### src/rtl/frequency_analyzer_pkg.sv
// Shared types/constants for the frequency analyzer register map and results reader.
// Register indices match the analyzer manager's AXI slave layout.
package frequency_analyzer_pkg;

    typedef enum logic [2:0] {
        RD_IDLE,
        RD_ADDR,
        RD_DATA,
        RD_PUSH,
        RD_FINISH
    } reader_state_t;

    localparam logic [1:0] RESP_OKAY   = 2'b00;
    localparam logic [1:0] RESP_SLVERR = 2'b10;
    localparam logic [1:0] RESP_DECERR = 2'b11;

    localparam logic [7:0] PIXEL0_F0 = 8'd0;
    localparam logic [7:0] PIXEL0_F1 = 8'd1;
    localparam logic [7:0] PIXEL1_F0 = 8'd2;
    localparam logic [7:0] PIXEL1_F1 = 8'd3;
    localparam logic [7:0] PIXEL2_F0 = 8'd4;
    localparam logic [7:0] PIXEL2_F1 = 8'd5;

    // Anything other than OKAY (including EXOKAY) is treated as a failed read.
    function automatic logic resp_is_error(input logic [1:0] resp);
        return resp != RESP_OKAY;
    endfunction

endpackage

### src/rtl/axi_lite_read_channel.sv
// Single-read AXI4-Lite AR/R handshake for the results reader.
// Optional per-handshake watchdog when READ_TIMEOUT_EN is defined.
module axi_lite_read_channel
    import frequency_analyzer_pkg::*;
#(
    parameter int ADDR_WIDTH     = 10,
    parameter int DATA_WIDTH     = 32,
    parameter int TIMEOUT_CYCLES = 1024
) (
    input  logic                  clk,
    input  logic                  rst_n,
    input  logic                  addr_req,
    input  logic                  data_req,
    input  logic [ADDR_WIDTH-1:0] addr,
    output logic [DATA_WIDTH-1:0] data,
    output logic [1:0]            resp,
    output logic                  addr_done,
    output logic                  complete,
    output logic                  timed_out,
    output logic [ADDR_WIDTH-1:0] araddr,
    output logic [2:0]            arprot,
    output logic                  arvalid,
    input  logic                  arready,
    input  logic [DATA_WIDTH-1:0] rdata,
    input  logic [1:0]            rresp,
    input  logic                  rvalid,
    output logic                  rready
);

    // Address is gated so the bus shows zero whenever no request is live.
    assign arvalid   = addr_req;
    assign araddr    = addr_req ? addr : '0;
    assign arprot    = 3'b000;
    assign rready    = data_req;
    assign addr_done = addr_req & arready;
    assign complete  = data_req & rvalid;
    assign data      = rdata;
    assign resp      = rresp;

`ifdef READ_TIMEOUT_EN
    localparam int CW = $clog2(TIMEOUT_CYCLES + 1);

    logic [CW-1:0] wait_cnt;
    logic          active;
    logic          handshake;

    assign active    = addr_req | data_req;
    assign handshake = addr_done | complete;
    assign timed_out = active && !handshake &&
                       (wait_cnt == CW'(TIMEOUT_CYCLES - 1));

    // Restarts on every handshake so ADDR and DATA each get a full budget.
    always_ff @(posedge clk or negedge rst_n) begin
        if (!rst_n) begin
            wait_cnt <= '0;
        end else if (!active || handshake || timed_out) begin
            wait_cnt <= '0;
        end else begin
            wait_cnt <= wait_cnt + 1'b1;
        end
    end
`else
    logic unused_timeout;
    assign unused_timeout = ^{TIMEOUT_CYCLES, clk, rst_n};
    assign timed_out      = 1'b0;
`endif

endmodule

### src/rtl/frequency_results_reader.sv
// Sweeps the analyzer result registers over AXI4-Lite on each trigger edge and
// streams them out; READ_TIMEOUT_EN adds a per-handshake watchdog.
module frequency_results_reader
    import frequency_analyzer_pkg::*;
#(
    parameter int C_M00_AXI_DATA_WIDTH = 32,
    parameter int C_M00_AXI_ADDR_WIDTH = 10,
    parameter int BASE_ADDRESS         = 0,
    parameter int NUMBER_OF_REGISTERS  = 6,
    parameter int REGISTER_STRIDE      = 4,
    parameter int TIMEOUT_CYCLES       = 1024
) (
    input  logic                            m00_axi_aclk,
    input  logic                            m00_axi_aresetn,
    input  logic                            trigger,
    output logic                            busy,
    output logic                            done,
    output logic                            error,
    output logic [C_M00_AXI_DATA_WIDTH-1:0] result_data,
    output logic [7:0]                      result_index,
    output logic                            result_last,
    output logic                            result_valid,
    input  logic                            result_ready,
    output logic [C_M00_AXI_ADDR_WIDTH-1:0] m00_axi_araddr,
    output logic [2:0]                      m00_axi_arprot,
    output logic                            m00_axi_arvalid,
    input  logic                            m00_axi_arready,
    input  logic [C_M00_AXI_DATA_WIDTH-1:0] m00_axi_rdata,
    input  logic [1:0]                      m00_axi_rresp,
    input  logic                            m00_axi_rvalid,
    output logic                            m00_axi_rready
);

    localparam int AW = C_M00_AXI_ADDR_WIDTH;
    localparam int DW = C_M00_AXI_DATA_WIDTH;

    reader_state_t state;
    reader_state_t next_state;

    logic          trig_q;
    logic          trig_d;
    logic          trig_edge;
    logic [7:0]    index;
    logic          is_last;
    logic [AW-1:0] reg_addr;

    logic [DW-1:0] rd_data;
    logic [1:0]    rd_resp;
    logic          rd_addr_done;
    logic          rd_complete;
    logic          rd_timed_out;

    assign trig_edge = trig_q & ~trig_d;
    assign is_last   = (index == 8'(NUMBER_OF_REGISTERS - 1));

    // Computed at address width so the result wraps like the bus does.
    assign reg_addr = AW'(BASE_ADDRESS) + AW'(index) * AW'(REGISTER_STRIDE);

    axi_lite_read_channel #(
        .ADDR_WIDTH     (AW),
        .DATA_WIDTH     (DW),
        .TIMEOUT_CYCLES (TIMEOUT_CYCLES)
    ) u_read_channel (
        .clk       (m00_axi_aclk),
        .rst_n     (m00_axi_aresetn),
        .addr_req  (state == RD_ADDR),
        .data_req  (state == RD_DATA),
        .addr      (reg_addr),
        .data      (rd_data),
        .resp      (rd_resp),
        .addr_done (rd_addr_done),
        .complete  (rd_complete),
        .timed_out (rd_timed_out),
        .araddr    (m00_axi_araddr),
        .arprot    (m00_axi_arprot),
        .arvalid   (m00_axi_arvalid),
        .arready   (m00_axi_arready),
        .rdata     (m00_axi_rdata),
        .rresp     (m00_axi_rresp),
        .rvalid    (m00_axi_rvalid),
        .rready    (m00_axi_rready)
    );

    always_ff @(posedge m00_axi_aclk or negedge m00_axi_aresetn) begin
        if (!m00_axi_aresetn) begin
            state <= RD_IDLE;
        end else begin
            state <= next_state;
        end
    end

    always_comb begin
        next_state = state;
        unique case (state)
            RD_IDLE: begin
                if (trig_edge) next_state = RD_ADDR;
            end
            RD_ADDR: begin
                if (rd_timed_out)      next_state = RD_FINISH;
                else if (rd_addr_done) next_state = RD_DATA;
            end
            RD_DATA: begin
                if (rd_timed_out)     next_state = RD_FINISH;
                else if (rd_complete) next_state = RD_PUSH;
            end
            RD_PUSH: begin
                if (result_ready) next_state = is_last ? RD_FINISH : RD_ADDR;
            end
            RD_FINISH: begin
                next_state = RD_IDLE;
            end
            default: begin
                next_state = RD_IDLE;
            end
        endcase
    end

    always_ff @(posedge m00_axi_aclk or negedge m00_axi_aresetn) begin
        if (!m00_axi_aresetn) begin
            trig_q      <= 1'b0;
            trig_d      <= 1'b0;
            index       <= '0;
            result_data <= '0;
            error       <= 1'b0;
            busy        <= 1'b0;
        end else begin
            trig_q <= trigger;
            trig_d <= trig_q;
            if (state == RD_IDLE && trig_edge) begin
                error <= 1'b0;
                index <= '0;
                busy  <= 1'b1;
            end
            // Errored reads are still forwarded; only the sticky flag records them.
            if (state == RD_DATA && rd_complete) begin
                result_data <= rd_data;
                if (resp_is_error(rd_resp)) error <= 1'b1;
            end
            if (rd_timed_out) begin
                error <= 1'b1;
            end
            if (state == RD_PUSH && result_ready && !is_last) begin
                index <= index + 8'd1;
            end
            if (state == RD_FINISH) begin
                busy <= 1'b0;
            end
        end
    end

    assign done         = (state == RD_FINISH);
    assign result_valid = (state == RD_PUSH);
    assign result_last  = (state == RD_PUSH) && is_last;
    assign result_index = index;

endmodule

### config.mk
export PLATFORM = sky130hd
export DESIGN_NAME = frequency_results_reader
export DESIGN_NICKNAME = d
export VERILOG_FILES = /design/src/rtl/frequency_analyzer_pkg.sv /design/src/rtl/axi_lite_read_channel.sv /design/src/rtl/frequency_results_reader.sv
export SDC_FILE = /design/constraint.sdc
export NUM_CORES = 1
export LEC_CHECK = 0
export CAP_MARGIN = 10
export CORE_ASPECT_RATIO = 0.5
export CORE_UTILIZATION = 39
export DETAILED_ROUTE_END_ITERATION = 10
export GPL_TIMING_DRIVEN = 0
export HOLD_SLACK_MARGIN = 0.12
export PLACE_DENSITY = 0.77
export SETUP_SLACK_MARGIN = 0.4
export SYNTH_ARGS = -nofsm -noshare
export SYNTH_HDL_FRONTEND = slang
export SYNTH_HIERARCHICAL = 1
export SYNTH_SLANG_ARGS = --single-unit
### constraint.sdc
create_clock -name m00_axi_aclk -period 1.99 [get_ports m00_axi_aclk]
set_clock_uncertainty 0.15 [all_clocks]
set_input_delay 0.199 -clock m00_axi_aclk [delete_from_list [all_inputs] [get_ports m00_axi_aclk]]
set_output_delay 0.199 -clock m00_axi_aclk [all_outputs]
set_load 0.005 [all_outputs]
== Word-level counts from Yosys, hierarchy flattened ==
Cells that the tools add are included.
W data, S select, Z words.

* Bitwise gates (word level): 4
* Equality and inequality tests: 9
* Reductions and logical operators: 11
* Muxes and demuxes: 14
* $add $sub $neg: 1

{| class="wikitable"
|+ Operator list
! operator !! number
|-
| $mux W8 || 2
|-
| $mux W3 || 5
|-
| $pmux W3 S4 || 1
|-
| $mux W10 || 1
|-
| $add A8 B1 Y8 const B || 1
|-
| $eq A8 B3 Y1 const B || 1
|-
| $eq A3 B2 Y1 const B || 2
|-
| $ne A2 B2 Y1 const B || 3
|-
| $reduce_bool A2 Y1 || 3
|-
| $logic_and A1 B1 Y1 || 5
|-
| $mux W1 || 5
|-
| $reduce_and A4 Y1 || 1
|-
| $and A1 B1 Y1 || 3
|-
| $eq A3 B1 Y1 const B || 1
|-
| $eq A3 B3 Y1 const B || 1
|-
| $logic_not A3 Y1 || 1
|-
| $ne A2 B1 Y1 const B || 1
|-
| $logic_not A1 Y1 || 1
|-
| $not A1 Y1 || 1
|}

* Register bits after elaboration: 47
* Output and inout bits: 60
* Input bits: 40
* Word-level logic and storage cells: 46

== Depth between registers and ports, before layout ==
* Depth in word-level cells: 6
* Depth in mapped cells: 8
* Mapped depth without buffers: 6

== Modules after synthesis ==
Netlist, hierarchy kept.

{| class="wikitable"
|+ By module, submodules not included
! module !! cells each !! sequential area each (sq um) !! instances !! area each (sq um)
|-
| frequency_results_reader || 161 || 1176.1 || 1 || 2064.5
|-
| axi_lite_read_channel || 54 || 0.0 || 1 || 390.4
|}

== Worst setup path before layout ==
Ideal clock, no wire load.

* Path type: register to register
* Start: register state[0]
* End: register result_data[10]
* Library setup time: 0.125 ns
* Arrival: 1.637 ns
* Cell stages (with the launch flop): 8
* Slack: 0.079 ns
* Data required time: 1.715 ns
* Path buffers: 3
* Clock period less this slack: 1.911 ns
* Cell sequence: dfrtp_1 buf_8 nor3b_1 and2_1 and2_1 buf_2 buf_4 mux2_2

* Longest elaborated chain between the ends: 3

{| class="wikitable"
|+ Ends and longest elaborated chain
! item !! line !! source
|-
| start: declaration || frequency_results_reader.sv:37 || <nowiki>reader_state_t state;</nowiki>
|-
| start signal: assignment || frequency_results_reader.sv:88 || <nowiki>state <= next_state;</nowiki>
|-
| $eq A3 B2 Y1 || frequency_results_reader.sv:67 || <nowiki>.data_req (state == RD_DATA),</nowiki>
|-
| $and A1 B1 Y1 || axi_lite_read_channel.sv:36 || <nowiki>assign complete = data_req & rvalid;</nowiki>
|-
| named net rd_complete || frequency_results_reader.sv:50 || <nowiki>logic rd_complete;</nowiki>
|-
| $logic_and A1 B1 Y1 || frequency_results_reader.sv:135 || <nowiki>if (state == RD_DATA && rd_complete) begin</nowiki>
|-
| end signal: assignment || frequency_results_reader.sv:136 || <nowiki>result_data <= rd_data;</nowiki>
|-
| end: declaration || frequency_results_reader.sv:19 || <nowiki>output logic [C_M00_AXI_DATA_WIDTH-1:0] result_data,</nowiki>
|}

The timed path passes the listed nets, and every way through them passes these cells.
A chain may end at the register's enable or synchronous reset.

== Final worst setup path ==
* Start: register state[0]
* End: register result_data[4]

The elaborated chain is that of the path after synthesis.

==> results.py <==
metrics = {
    "placed_design": {
        "dpl_cell_area_um2": 3250,
        "gp_routability_congestion": 0.764,
        "dp_slack_ns": -0.229,
        "hpwl_mm": 3.83,
        "port_buffers": 60,
        "placed_cells": 364,
    },
    "drt": {
        "first_pass_iters": 4,
        "dr_total_vias": 2278,
        "drc": 0,
        "drt_wl_total_mm": 9.03,
        "wl_per_cell_um": 19.7,
        "routed_via_density": 4.96,
        "postRouteAntennaNets": 0,
        "drt_iter0_markers": 90,
    },
    "worst_setup_path": {
        "critical_path.top_delay_family": "buffers and inverters",
        "crit_buf_inv": 5,
        "crit_fanout": 7,
        "path_depth": 9,
        "cpPeakStageDelay_ns": 0.40,
        "slowest_stage": "dfrtp_1",
        "crit_path_start_kind": "flip-flop",
        "critPathKind": "flip-flop to flip-flop",
        "critical_path_required_ns": 2.01,
        "worst-r2r-cell-count": 9,
        "crit_chain": "buf_8 > buf_6 > nor3b_4 > and2_4 > and2_4 > buf_12 > buf_12 > buf_16 > mux2_4",
        "worst_setup_path_end_kind": "flip-flop",
        "cp.arrival_ns": 2.16,
    },
    "synth": {
        "syn_inst": 215,
        "async_reset_ff_share_pct": 100,
        "yosysMostFrequentCell": "dfrtp_1",
        "synth_top_area_cell": "dfrtp_1",
        "seq_area_frac_synth_pct": 47.9,
        "synth-edff-count": 0,
        "synth_common_cells": "47 x dfrtp_1, 43 x buf_4, 32 x mux2_2",
        "netlist.area_leader.share_pct": 47.9,
        "ys_types": 40,
        "synth_area_leaders": "dfrtp_1 48%, mux2_2 15%, buf_4 13%",
        "synth_seq_cells": 47,
        "syn_avg_cell_area_um2": 11.4,
        "synthFlopType": "dfrtp_1",
        "yosysWarnings": 6,
        "netlist_area_um2": 2450,
    },
    "cts": {
        "insertion_delay_ns": 0.30,
        "cts_buffers": 5,
        "root_buffer": "clkbuf_16",
        "cts_tree": "built",
        "clock-sinks": 47,
        "htree_num_levels": 2,
        "clkTransAtPathRegs_ns": 0.07,
        "cts_buffer_depth": 2,
    },
    "timing": {
        "post-route-period-util_pct": 108,
        "layout_setup_ws_ns": -0.152,
        "report.final.setup_viol": 40,
        "period_needed_ns": 2.14,
        "whs_ns": 0.174,
        "rsz0062_at_grt": "true",
        "slew_violations": 0,
        "fmax_mhz": 467,
        "hold_viol_final": 0,
        "tns_ns": -3.60,
    },
    "power_and_ir_drop": {
        "p_sw_mw": 1.19,
        "p_total_mw": 3.96,
        "ir_drop_uv": 556,
        "clkPwrFrac_pct": 23.1,
        "switching_share_pct": 30.1,
        "cellLeakagePower_nw": 2.17,
        "p_comb_share_pct": 46.3,
        "power.internal_mw": 2.77,
        "power.density_nw_per_um2": 868,
        "p_seq_share_pct": 30.6,
    },
    "cells_and_area": {
        "final_util_pct": 78.9,
        "fin_cells": 459,
        "design_area_um2": 4560,
        "area_growth_pct": 85.7,
        "nNetsFinal": 416,
        "diodes": 0,
        "drive_above_1_share_pct": 53.6,
    },
    "global_routing": {
        "grt_max_degree": 39,
        "grt_pass1_wl_mm": 12.1,
        "grt_pass1_vias": 2360,
        "grt_usage_pct": 24.2,
        "grt_antenna_before_repair": 0,
        "overflow": 0,
    },
    "floorplan": {
        "fp.dieW_um": 114,
        "core.rowCount": 19,
        "io_pins": 100,
        "die_h_um": 58.1,
        "dieArea_um2": 6640,
        "start_util_pct": 42.5,
        "core-area_um2": 5780,
    },
    "run_status": {
        "violations": "setup timing",
        "status": "complete, but fails checks",
    },
    "worst_hold_path": {
        "min_path_type": "input port to async pin",
    },
    "flow_run": {
        "cap_viol_max_count": 0,
    },
}
## kinds of logic after synthesis
family                     Yosys count  synth area share (%)
AOI/OAI and AO/OA                   23                  6.17
and+or+nand+nor                     52                  12.5
other                                2                 0.306
muxes                               33                  15.1
DFF                                 47                  47.9
adders and majority gates            2                  1.02
buffers and inverters               54                  16.3
xor gates and xnor gates             2                 0.714
## sequential cells by signal (all words and copies together), names as in the netlist
name	flops
result_index	8
busy	1
error	1
trig_q	1
state	3
result_data	32
trig_d	1
## cell usage in the layout (no fill, tap or decap), types with 3 or more instances in the layout
cell,count
nor2_1,5
a21oi_1,4
nand2_1,7
dfrtp_2,9
mux2_4,24
buf_12,4
mux2_2,8
nand3_1,3
conb_1,6
dfrtp_1,38
inv_1,3
and2_4,12
buf_2,3
dlygate4sd3_1,35
buf_8,4
buf_4,65
a21o_2,4
buf_6,37
clkdlybuf4s50_1,41
dlygate4sd2_1,4
o21ai_1,3
clkbuf_16,5
## power groups by stage
stage | Combinational [mW] | Sequential, mW | Clock [mW]
floorplan | 0.481 | 1.20 | 0
global placement | 0.857 | 1.21 | 0
detailed placement | 0.889 | 1.21 | 0
CTS | 1.51 | 1.19 | 0.901
global route | 1.91 | 1.22 | 0.975
finish | 1.83 | 1.21 | 0.915
## what timing repair did
action | 4_1_cts | 5_1_grt
setup endpoints to repair | 65 | 60
hold buffers | 35 | 0
cloned | 3 | 0
pin swaps | 17 | 15
hold endpoints to repair | 80 | 0
resized for setup | 131 | 32
buffers inserted | 32 | 17
## worst paths after layout
| check | startpoint | end | slack [ns] |
|---|---|---|---|
| setup / recovery | state[0]$_DFFE_PN0P_ | result_data[4]$_DFFE_PN0P_ | -0.15 |
| hold / removal | m00_axi_aresetn | result_data[30]$_DFFE_PN0P_ | 0.17 |
| setup reg to reg | state[0]$_DFFE_PN0P_ | result_data[4]$_DFFE_PN0P_ | -0.15 |
| hold reg to reg | trig_q$_DFF_PN0_ | trig_d$_DFF_PN0_ | 0.26 |
| max in group asynchronous | m00_axi_aresetn | result_index[6]$_DFFE_PN0P_ | 1.00 |
| min in group m00_axi_aclk | trigger | trig_q$_DFF_PN0_ | 0.19 |
## layer usage
metal | global-route usage (%) | wire, um | up-vias
li1 | - | - | 999
met1 | 27.0 | 3510 | 1143
met2 | 45.9 | 4760 | 104
met3 | 4.39 | 401 | 32
met4 | 11.3 | 354 | 0
met5 | 0 | 0 | -
## layout make-up
cell class                      instances  area, um2
Timing Repair Buffer                  148       1500
Fill cell                             316       1220
Sequential cell                        47       1190
Multi-Input combinational cell        118       1150
Buffer                                 49        433
Clock buffer                            7        153
Tap cell                               84        105
Inverter                                5       22.5
Clock inverter                          1       7.51
(Power assumes the default switching activity.)
